$ cat src/rtl/pipe_hazard_ctrl.sv
// Hazard controller for an in-order pipeline: tracks in-flight writers, raises
// freeze on RAW / load-use hazards, picks forwarding sources, and counts stalls.
module pipe_hazard_ctrl #(
  parameter int NSTAGE = 3,
  parameter int RA_W   = 4,
  parameter int CNT_W  = 16
) (
  input  logic                      clk,
  input  logic                      rst,
  input  logic [1:0]                mode,
  input  logic                      id_valid,
  input  logic [RA_W-1:0]           id_src1,
  input  logic [RA_W-1:0]           id_src2,
  input  logic                      id_two_src,
  input  logic [RA_W-1:0]           id_dest,
  input  logic                      id_wb_en,
  input  logic                      id_mem_r_en,
  input  logic                      branch_taken,
  input  logic                      stat_clr,
  output logic                      freeze,
  output logic                      flush,
  output logic [$clog2(NSTAGE)-1:0] sel_src1,
  output logic [$clog2(NSTAGE)-1:0] sel_src2,
  output logic [CNT_W-1:0]          stall_count
);

  localparam int SW = $clog2(NSTAGE);

  typedef struct packed {
    logic            valid;
    logic            wb_en;
    logic            mem_r_en;
    logic [RA_W-1:0] dest;
    logic [RA_W-1:0] src1;
    logic [RA_W-1:0] src2;
    logic            two_src;
  } slot_t;

  slot_t            slot_q [NSTAGE];
  slot_t            slot0_d;
  logic [CNT_W-1:0] cnt_q, cnt_d;
  logic             raw_hazard, load_use, freeze_pre;

  function automatic logic producer(input slot_t s, input logic [RA_W-1:0] r);
    return s.valid & s.wb_en & (s.dest == r);
  endfunction

  function automatic logic id_hit(input slot_t s, input logic v, input logic two,
                                  input logic [RA_W-1:0] r1, input logic [RA_W-1:0] r2);
    return v & (producer(s, r1) | (two & producer(s, r2)));
  endfunction

  // The last slot is skipped: the register file writes it before ID reads.
  always_comb begin
    raw_hazard = 1'b0;
    for (int k = 0; k < NSTAGE - 1; k++) begin
      if (id_hit(slot_q[k], id_valid, id_two_src, id_src1, id_src2)) raw_hazard = 1'b1;
    end
    load_use = id_hit(slot_q[0], id_valid, id_two_src, id_src1, id_src2) & slot_q[0].mem_r_en;
    case (mode)
      2'd0:    freeze_pre = raw_hazard;
      2'd1:    freeze_pre = 1'b0;
      default: freeze_pre = load_use;
    endcase
    freeze = rst & ~branch_taken & freeze_pre;
    flush  = rst & branch_taken;
  end

  // Descending scan so the nearest (smallest k) producer wins.
  always_comb begin
    sel_src1 = '0;
    sel_src2 = '0;
    for (int k = NSTAGE - 1; k >= 1; k--) begin
      if (producer(slot_q[k], slot_q[0].src1)) sel_src1 = SW'(k);
      if (producer(slot_q[k], slot_q[0].src2)) sel_src2 = SW'(k);
    end
    if (!rst || mode == 2'd0 || !slot_q[0].valid) begin
      sel_src1 = '0;
      sel_src2 = '0;
    end
    if (!slot_q[0].two_src) sel_src2 = '0;
  end

  always_comb begin
    slot0_d = '0;
    if (!freeze && !flush) begin
      slot0_d.valid    = id_valid;
      slot0_d.wb_en    = id_wb_en;
      slot0_d.mem_r_en = id_mem_r_en;
      slot0_d.dest     = id_dest;
      slot0_d.src1     = id_src1;
      slot0_d.src2     = id_src2;
      slot0_d.two_src  = id_two_src;
    end
    cnt_d = cnt_q;
    if (stat_clr)                   cnt_d = '0;
    else if (freeze && cnt_q != '1) cnt_d = cnt_q + 1'b1;
  end

  always_ff @(posedge clk or negedge rst) begin
    if (!rst) begin
      for (int k = 0; k < NSTAGE; k++) slot_q[k] <= '0;
      cnt_q <= '0;
    end else begin
      slot_q[0] <= slot0_d;
      for (int k = 1; k < NSTAGE; k++) slot_q[k] <= slot_q[k-1];
      cnt_q <= cnt_d;
    end
  end

  assign stall_count = cnt_q;

endmodule

$ cat config.mk
export PLATFORM = sky130hd
export DESIGN_NAME = pipe_hazard_ctrl
export DESIGN_NICKNAME = d
export VERILOG_FILES = /design/src/rtl/pipe_hazard_ctrl.sv
export SDC_FILE = /design/constraint.sdc
export NUM_CORES = 1
export LEC_CHECK = 0
export CORE_MARGIN = 1.5
export CORE_UTILIZATION = 45
export CTS_CLUSTER_DIAMETER = 200
export DETAILED_ROUTE_END_ITERATION = 10
export HOLD_SLACK_MARGIN = 0.08
export PLACE_DENSITY = 0.74
export RECOVER_POWER = 25
export REMOVE_ABC_BUFFERS = 1
export SLEW_MARGIN = 5
export SYNTH_ARGS = -nofsm -noshare
export SYNTH_HDL_FRONTEND = slang
export SYNTH_SLANG_ARGS = --single-unit
$ cat constraint.sdc
create_clock -name clk -period 2.5 [get_ports clk]
set_input_delay 0.25 -clock clk [delete_from_list [all_inputs] [get_ports clk]]
set_output_delay 0.25 -clock clk [all_outputs]
set_load 0.02 [all_outputs]
## Yosys cells after proc, flatten, opt, wreduce, memory -nomap -nowiden

Cells that the tools add are included.

- Bits in registers: 44
- Input bits: 22
- Output and inout bits: 22
- Logic and storage cells: 70

- Add/sub/neg operators: 1
- Eq/ne operators: 10
- Muxes and demuxes: 13
- Bitwise gates (word level): 22
- Reductions and logical operators: 10

Operator list:

| kind | number |
|---|---|
| $mux W16 | 3 |
| $eq A4 B4 Y1 | 8 |
| $and A1 B1 Y1 | 19 |
| $add A16 B1 Y16 const B | 1 |
| $ne A16 B16 Y1 const B | 1 |
| $mux W2 | 7 |
| $logic_not A1 Y1 | 4 |
| $eq A2 B1 Y1 const B | 1 |
| $logic_and A1 B1 Y1 | 2 |
| $logic_not A2 Y1 | 1 |
| $logic_or A1 B1 Y1 | 2 |
| $mux W1 | 2 |
| $or A1 B1 Y1 | 2 |
| $pmux W1 S2 | 1 |
| $reduce_bool A2 Y1 | 1 |
| $not A1 Y1 | 1 |

## Longest topological paths before layout

Gate-level depths: netlist of run 1.

- Word-level depth: 12
- Mapped depth: 9
- Gate-level depth less buffers: 6

## Worst setup path after synthesis of run 1

Ideal clock, no wire load.

- Kind: register to register
- Start: register cnt_q[0] (netlist: stall_count[0])
- End: register cnt_q[8] (netlist: stall_count[8])
- Setup time: 77 ps
- Arrival: 2089 ps
- Required time: 2423 ps
- Setup slack: 333 ps
- Cell stages (with the launch flop): 8
- Buffers on the path: 1
- Period minus slack after synthesis: 2167 ps
- Path through: dfrtp_1 -> ha_1 -> and4_4 -> and3_1 -> buf_6 -> or4_4 -> or3_1 -> a21oi_1

- Cells in the longest elaborated chain, start to end: 3
- Elaborated cells on any way between the ends: 6
- Classes of those cells: 1 x add/sub; 1 x eq/ne; 2 x mux; 2 x reduce/logical

Ends and longest elaborated chain:

| what | line | RTL |
|---|---|---|
| from (decl) | 41 | `logic [CNT_W-1:0] cnt_q, cnt_d;` |
| from (signal assigned) | 107 | `cnt_q <= cnt_d;` |
| $add A16 B1 Y16 or $ne A16 B16 Y1 (tied branches) | 97 | `else if (freeze && cnt_q != '1) cnt_d = cnt_q + 1'b1;` |
| $mux W16 or $logic_and A1 B1 Y1 (tied branches) | 97 |  |
| $mux W16 or $reduce_bool A2 Y1 (tied branches) | -- |  |

Parallel ways exist; a longest one is shown, timed or not. The select of a mux whose other input is x is not followed.
A chain may end at the register's enable or synchronous reset.

## Final worst setup path of run 1

- Start: input port mode[1]
- End: output port sel_src2[1]

- Cells in the longest elaborated chain, start to end: 5

Ends and longest elaborated chain:

| what | line | RTL |
|---|---|---|
| from (decl) | 10 | `input logic [1:0] mode,` |
| $logic_not A2 Y1 | 77 | `if (!rst \|\| mode == 2'd0 \|\| !slot_q[0].valid) begin` |
| $logic_or A1 B1 Y1 (2 in series) | 77 |  |
| $mux W2 | 77 |  |
| $mux W2 | 81 | `if (!slot_q[0].two_src) sel_src2 = '0;` |
| to (decl) | 23 | `output logic [$clog2(NSTAGE)-1:0] sel_src2,` |

No other way between the ends.

==> results of run 1 <==
layout make-up:
cell class                 count  area share, %
timing repair buffer          58           18.3
inverter                       1          0.128
clock inverter                 2          0.511
multi-input combinational    161           37.9
clock buffer                   6           2.81
tap                           67           2.85
sequential                    44           37.5
layout by cell type (no fill, tap or decap), types with 2 or more instances in the layout:
cell type                         synthesis  final
sky130_fd_sc_hd__nand2b_1                 3      3
sky130_fd_sc_hd__xor2_1                  13     13
sky130_fd_sc_hd__or4_1                    6      6
sky130_fd_sc_hd__nand2_1                 12     12
sky130_fd_sc_hd__and2_1                  18     18
sky130_fd_sc_hd__a21oi_1                 10     10
sky130_fd_sc_hd__nor2_1                  17     16
sky130_fd_sc_hd__nor3_1                   3      3
sky130_fd_sc_hd__clkinvlp_4               0      2
sky130_fd_sc_hd__dfrtp_1                 44     44
sky130_fd_sc_hd__xnor2_1                 19     19
sky130_fd_sc_hd__nor4_1                   4      4
sky130_fd_sc_hd__mux2_2                   5      5
sky130_fd_sc_hd__and3_1                   2      2
sky130_fd_sc_hd__clkdlybuf4s50_1          0     40
sky130_fd_sc_hd__clkbuf_8                 2      6
sky130_fd_sc_hd__or3_1                    4      4
sky130_fd_sc_hd__nor2b_1                  4      4
sky130_fd_sc_hd__o31ai_1                  4      4
sky130_fd_sc_hd__nand4_1                 10     10
sky130_fd_sc_hd__buf_4                    0     15
sky130_fd_sc_hd__o21ai_0                  4      4
sky130_fd_sc_hd__nand3_1                  8      8
critical path, cell delays in order:
cell and delay, ns:
sky130_fd_sc_hd__clkdlybuf4s50_1 0.47, sky130_fd_sc_hd__nor2_1 0.06, sky130_fd_sc_hd__nor2_2 0.17, sky130_fd_sc_hd__nand2_1 0.09, sky130_fd_sc_hd__or4_1 0.54, sky130_fd_sc_hd__nor4b_2 0.27, sky130_fd_sc_hd__clkdlybuf4s15_2 0.29
metrics by stage:
step                      TNS (ns)  instance area (um2)  hold slack (ns)  std cells
after floorplan                  0                 2200          -0.0456        206
final                            0                 2940            0.103        339
after global placement      -0.370                 2820            0.359        331
after CTS                        0                 2930           0.0821        339
after detailed placement    -0.524                 2820            0.361        331
after global routing             0                 2940            0.163        339
power groups by stage:
stage / Sequential, mW / Combinational (mW) / Clock [mW]
after floorplan: 0.777 / 0.0812 / 0
after detailed placement: 0.783 / 0.163 / 0
final: 0.769 / 0.165 / 0.468
after global routing: 0.773 / 0.184 / 0.513
after global placement: 0.781 / 0.161 / 0
after CTS: 0.769 / 0.168 / 0.485
worst max path at each step:
stage | start | end | slack (ns) | depth (start not counted)
after floorplan | stall_count[0] | stall_count[8] | 0.36 | 6
after global placement | mode[1] | sel_src2[1] | -0.34 | 7
after detailed placement | mode[1] | sel_src2[1] | -0.36 | 7
after CTS | mode[1] | sel_src2[1] | 0.06 | 7
after global routing | mode[1] | sel_src2[1] | 0.02 | 7
final | mode[1] | sel_src2[1] | 0.1 | 7
routing by layer:
metal  up-vias  global-route usage [%]  part of all wire [%]
li1        864                       -                     -
met1       832                    25.7                    48
met2        35                    28.4                    47
met3         8                    3.66                   3.4
met4         0                    9.05                   2.2
met5         -                       0                     0
state kept, by name, summed over array words and instances (netlist names):
register / flops
slot_q: 28
stall_count: 16
what timing repair did:
action / 4_1_cts / 5_1_grt
pin swaps: 1 / 0
cloned: 0 / 0
endpoints found under the setup margin: 2 / 1
gates resized for setup: 7 / 1
kinds of logic after synthesis:
family                     after synthesis  synth area share [%]
xor gates and xnor gates                32                  12.4
DFF                                     44                  48.6
AOI/OAI and AO/OA                       25                  8.12
adders and majority gates                1                 0.552
and+or+nand+nor                         97                  24.3
muxes                                    6                  2.93
buffers and inverters                    8                  3.15
==> results.txt, run 1 <==
Setup repair after global routing left no endpoint under its margin. The number of flops mapped to enable cells by yosys came out at 0. The global-route congestion overflow total is 0.

The global placement routability congestion came out at 0.887. The die outline height came out at between 70 and 80 um. In this run the standard cell core region covers 4790 um2. The clock transition time at the flip-flop clock pins of the worst setup and hold paths is 0.08 ns. The mean routed wirelength per cell is approximately 13 um. The total setup violations reported at the end of the flow came out at 0. For this design, the sink count on the clock tree is 44.

The mean instance size in the synthesized netlist is approximately 11 um2. At the later pin of the worst-skew pair, clock insertion delay measures roughly 0.30 ns. The top achievable clock speed came out at approximately 420 MHz. The cell-internal power is 1.05 mW. Clock tree synthesis inserted a total of 5 buffers. The flip-flop and latch area came out at between 1000 and 1500 um2. The path class of the tightest hold or removal check is in -> async. The routed wire length came out at between 4000 and 5000 um. For the worst setup path, the data required time is roughly 2.3 ns. For this run, the leading register cell type out of synthesis is sky130_fd_sc_hd__dfrtp_1. The tree is rooted in a sky130_fd_sc_hd__clkbuf_8. The least setup slack across all paths after layout came out at slightly below 0.1 ns. For this design the total switching power over the nets is approximately 350 uW. Subtracting the final worst setup slack from the clock period gives ~2.4 ns. The via-per-instance ratio is between 5 and 6. The initial standard-cell utilization of the core came out at 47.3%.

The H-tree depth is 2. The top cell type's share of synthesized area came out at 48.6%. The total count of hold-check failures in the final report is 0. The clock tree from TritonCTS is yes. After synthesis, the most frequently instantiated cells are sky130_fd_sc_hd__dfrtp_1 (44), sky130_fd_sc_hd__xnor2_1 (19), sky130_fd_sc_hd__and2_1 (18), sky130_fd_sc_hd__nor2_1 (17), sky130_fd_sc_hd__xor2_1 (13). The number of antenna violations at the first check in global routing was 0.

The via count of the first global-routing pass is 1698. The vias after detailed routing is 1739. The number of setup buffers added after CTS is 0. The number of warnings reported in the yosys synthesis log came out at 0. For this block, the initial DRC count from the detailed router was between 60 and 70. The area growth from synthesis to layout is 29.6%. The area of the mapped netlist is between 2000 and 2500 um2. In this run the critical register-to-register path is captured at stall_count[7]. Measured against its own limit, the worst slew margin works out to a little under three fifths.

The share of the cycle needed by the critical path after routing came out at a little under 100%. The total of buffers placed on input and output ports came out at 43. Yosys attributes the largest share of cell area to sky130_fd_sc_hd__dfrtp_1 (49%), sky130_fd_sc_hd__xnor2_1 (7.3%), sky130_fd_sc_hd__xor2_1 (5.0%). The length of the first detailed-routing pass in iterations came out at 4.

The count of boundary I/O pins came out at 44. Measured along the x axis, the die boundary spans between 70 and 80 um. The filler cell count came out at roughly 400. The largest net degree at the start of global routing is 49. The global-route total usage across every layer came out at 18.7%. Of all cell types, the one taking the most synthesized area is sky130_fd_sc_hd__dfrtp_1.

The maximum buffer depth of the clock tree is 2. The flow ran to the end, and the final reports show no timing, DRC or antenna violations. After synthesis, the share of flip-flops with an asynchronous set or reset is between 90% and 100%. Combinational cells account for approximately an eighth of the total power.

Of the cells placed in the final design, the portion with a size suffix greater than 1 is 14.7%. The worst setup path is captured at an output pin. In this run the worst path has a maximum fanout of 3.

The worst-case vdd ir drop is approximately 350 uV. The worst path arrival time is roughly 2.2 ns. The power density of the placed cells is 477 nW/um2. The number of maximum-capacitance violations is 0. The number of core rows came out at 25. The final-report max-slew violation count came out at 0. In this run the critical register-to-register path is launched from slot_q[28]. Summing internal, switching and leakage power gives approximately 1.4 mW. Measured on the finished design, the core utilization comes to about three fifths.

On the final layout, the worst clock skew is approximately 0.0036 ns. The first global-routing pass estimated 7710 um of wire. The final layout net count came out at approximately 290.

The area of combinational cells with multiple inputs is 1110 um2. The count of antenna-violating nets left after detailed routing came out at 0. The most instantiated library cell after synthesis is sky130_fd_sc_hd__dfrtp_1. Synthesis inferred 44 register bits. The number of unique standard cell types used by synthesis came out at 37. Timing analysis after detailed placement gives a worst setup slack of -0.356 ns. The count of hold-fix buffers inserted at cts came out at 0. The worst setup path is launched from a primary input. The number of inserted diodes came out at 0. The leakage component of the power came out at around 1.2 nW. The clock network accounts for approximately 33% of the total power. For this run, design rule violations remaining after detail routing come to 0. The critical path is of the in -> out type. After synthesis, flip-flops and latches occupy approximately 49% of the total area. The overall die area is 5470 um2. The internal reg-to-reg setup slack is around 0.18 ns. The estimated wirelength of the detail-placed design came out at 3390 um.

The path depth of the worst reg2reg path came out at 7. The fraction of power consumed by sequential logic is ~55%. The number of standard cells after synthesis is between 200 and 250.

At the pin with the least slew margin, the transition time is between 0.6 and 0.7 ns. The net switching fraction of the power is 24.9%.
Power figures use the tool's default switching activity.
==> run 2, diff against run 1 <==
--- a/config.mk
+++ b/config.mk
@@ -6,11 +6,11 @@
 export NUM_CORES = 1
 export LEC_CHECK = 0
 export CORE_MARGIN = 1.5
-export CORE_UTILIZATION = 45
+export CORE_UTILIZATION = 39
 export CTS_CLUSTER_DIAMETER = 200
 export DETAILED_ROUTE_END_ITERATION = 10
 export HOLD_SLACK_MARGIN = 0.08
-export PLACE_DENSITY = 0.74
+export PLACE_DENSITY = 0.66
 export RECOVER_POWER = 25
 export REMOVE_ABC_BUFFERS = 1
 export SLEW_MARGIN = 5
==> results.txt, run 2 (synthesized netlist as in run 1, its figures left out) <==
The global-route congestion overflow total came out at 0 (unchanged). The transition at the pin with the smallest max-transition slack is 0.792 ns (+0.142 ns). The total setup violations reported at the end of the flow is 0 (unchanged).

The most common cell after layout, fill and taps aside is sky130_fd_sc_hd__dfrtp_1. The layout cell share with drive strength beyond 1 came out at 14.3% (-0.37 points). The global-route total usage across every layer came out at 16.2% (-2.5 points). In this run the clock root is driven by a sky130_fd_sc_hd__clkbuf_8. The via count of the first global-routing pass is 1660 (-2.2%). The overall power consumption was 1.47 mW (+5.2%).

Leaving out fill and tap cells, the most frequent cells in the layout are sky130_fd_sc_hd__dfrtp_1 (44), sky130_fd_sc_hd__clkdlybuf4s50_1 (40), sky130_fd_sc_hd__xnor2_1 (19). The biggest fanout along the worst timing path came out at 2 (-1). The total count of hold-check failures in the final report was 0 (unchanged). TritonCTS built the clock tree.

The via-per-instance ratio is 5.02 (-2.1%). The maximum buffer depth of the clock tree is 2 (unchanged). The estimated wirelength of the detail-placed design came out at 3440 um (+1.6%). The number of setup buffers added after CTS came out at 0 (unchanged).

The final standard cell count with taps included and fillers excluded was 344 (+1.5%). The global placement routability congestion came out at 0.844 (-4.8%). The count of antenna-violating nets left after detailed routing is 0 (unchanged). The number of buffers added by the clock tree synthesis step is 5 (unchanged). More flip-flops sit in one register than any other, and that register is slot_q. The overall die area came out at 6280 um2 (+15%). The share of the cycle needed by the critical path after routing was 93.6% (-2.5 points). The largest net degree at the start of global routing came out at 49 (unchanged). The area growth from synthesis to layout came out at 29.9%. The total number of clock tree sinks was 44 (unchanged). The clock transition time at the flip-flop clock pins of the worst setup and hold paths is 0.08 ns (about the same). The initial standard-cell utilization of the core is 40.9% (-6.4 points). The number of antenna violations at the first check in global routing is 0 (unchanged).

The setup path with the least slack is of type in -> out. The flow ran to the end, and the final reports show no timing, DRC or antenna violations. The data required time at the worst endpoint is 2.25 ns (about the same). The DRC violation count after routing is 0 (unchanged).

The leakage component of the power came to 1.18 nW (+0.89%). The least setup slack across all paths after layout came out at 0.160 ns (+0.0613 ns). The count of hold-fix buffers inserted at cts is 0 (unchanged). The final-report max-slew violation count is 0 (unchanged). Setup repair after global routing left no endpoint under its margin.

The flip-flop count of the largest register after layout came out at 28 (unchanged). The worst setup timing slack at the placement stage came to -0.379 ns (-0.0231 ns). The mean routed wirelength per cell came out at 13.5 um (+2.9%). The top achievable clock speed came out at 427 MHz (+2.6%). The length of the first detailed-routing pass in iterations came out at 4 (unchanged).

The iteration-0 DRC count of the detailed router was 115 (+67%). The number of core rows is 27 (+8.0%). The number of cells after detailed placement came out at 336 (+1.5%). STA classifies the critical path startpoint as a primary input.

The die outline height came to 79.2 um (+7.1%). The classification of the worst-slack hold path is in -> async. The total of buffers placed on input and output ports came to 43 (unchanged).

The final layout net count was 294 (unchanged). STA classifies the critical path endpoint as an output pin. The clock insertion delay at the later pin of the skew report is 0.29 ns (about the same). The tightest slew margin relative to the limit is 47.0% (-9.5 points). The routed wire length came to 4640 um (+4.4%).

The final setup skew was 0.00403 ns (+0.000392 ns). The power density of the placed cells came out at 501 nW/um2 (+4.9%). The final critical delay including setup and external delays is 2.34 ns (-0.0613 ns). The first-pass GRT wire length came out at 7850 um (+1.8%). The placeable core area is 5540 um2 (+16%).

The number of inserted diodes came out at 0 (unchanged). The H-tree depth was 2 (unchanged). The vias after detailed routing came out at 1728 (-0.63%). The count of boundary I/O pins is 44 (unchanged). The worst-case vdd ir drop is 287 uV (-18%). The worst path arrival time is 2.09 ns (-0.06 ns). The floorplan die width came out at 79.2 um (+7.1%).

The number of maximum-capacitance violations is 0 (unchanged).
-- run 2: changes by cell type in the layout (fill, tap and decap cells not counted), sizes merged --
cell,delta
clkinv,+1
clkbuf,-1
clkdlybuf4s15,-1
clkinvlp,-1
buf,+1
bufinv,+1
-- run 2: path summary, 6_finish.rpt --
check,from,endpoint,slack [ns],cells after the start
setup / recovery,mode[1],sel_src2[1],0.16,7
hold / removal,rst,slot_q[43],0.1,2
setup reg to reg,slot_q[28],stall_count[5],0.19,7
max in group asynchronous,rst,slot_q[9],2.01,2
hold reg to reg,slot_q[30],slot_q[14],0.38,0
min in group clk,slot_q[30],slot_q[14],0.38,0
-- run 2: where the power goes --
part	switching [mW]	leakage, nW	total [mW]	internal, mW
clock	0.246	0.0541	0.542	0.296
combinational	0.0753	0.563	0.163	0.0876
sequential	0.0286	0.568	0.769	0.740
total	0.350	1.18	1.47	1.12
-- run 2: area by class of cell --
cell class              count  area (um2)
fillers                   531        2600
multi-input cells         161        1110
flip-flops and latches     44        1100
repair buffers             58         531
well taps                  72        90.1
clock buffers               5        68.8
clock inverters             3        42.5
inverters                   1        3.75
-- run 2: per-layer routing --
metal	part of all wire, %	vias to the layer above	GRT usage (%)
met5	0	-	0
met4	1.2	0	5.26
met3	3.0	4	3.10
met2	46	35	25.2
met1	50	818	22.6
li1	-	871	-
-- run 2: critical path: stages --
cell	delay [ns]
sky130_fd_sc_hd__clkdlybuf4s50_1	0.48
sky130_fd_sc_hd__nor2_1	0.07
sky130_fd_sc_hd__nor2_2	0.15
sky130_fd_sc_hd__nand2_1	0.09
sky130_fd_sc_hd__or4_1	0.52
sky130_fd_sc_hd__nor4b_1	0.31
sky130_fd_sc_hd__buf_2	0.22
-- run 2: timing repair --
item	4_1_cts	5_1_grt
endpoints found under the setup margin	2	1
pin swaps	1	0
gates resized for setup	7	1
-- run 2: per-stage QoR --
stage	TNS [ns]	util [%]	cell area [um2]	hold slack (ns)
6_report	0	53.1	2940	0.0980
5_1_grt	0	53.1	2940	0.154
4_1_cts	0	53.3	2950	0.0840
3_5_place_dp	-0.488	51.0	2830	0.363
3_3_place_gp	-0.350	51.0	2830	0.358
2_1_floorplan	0	-	2200	-0.0456
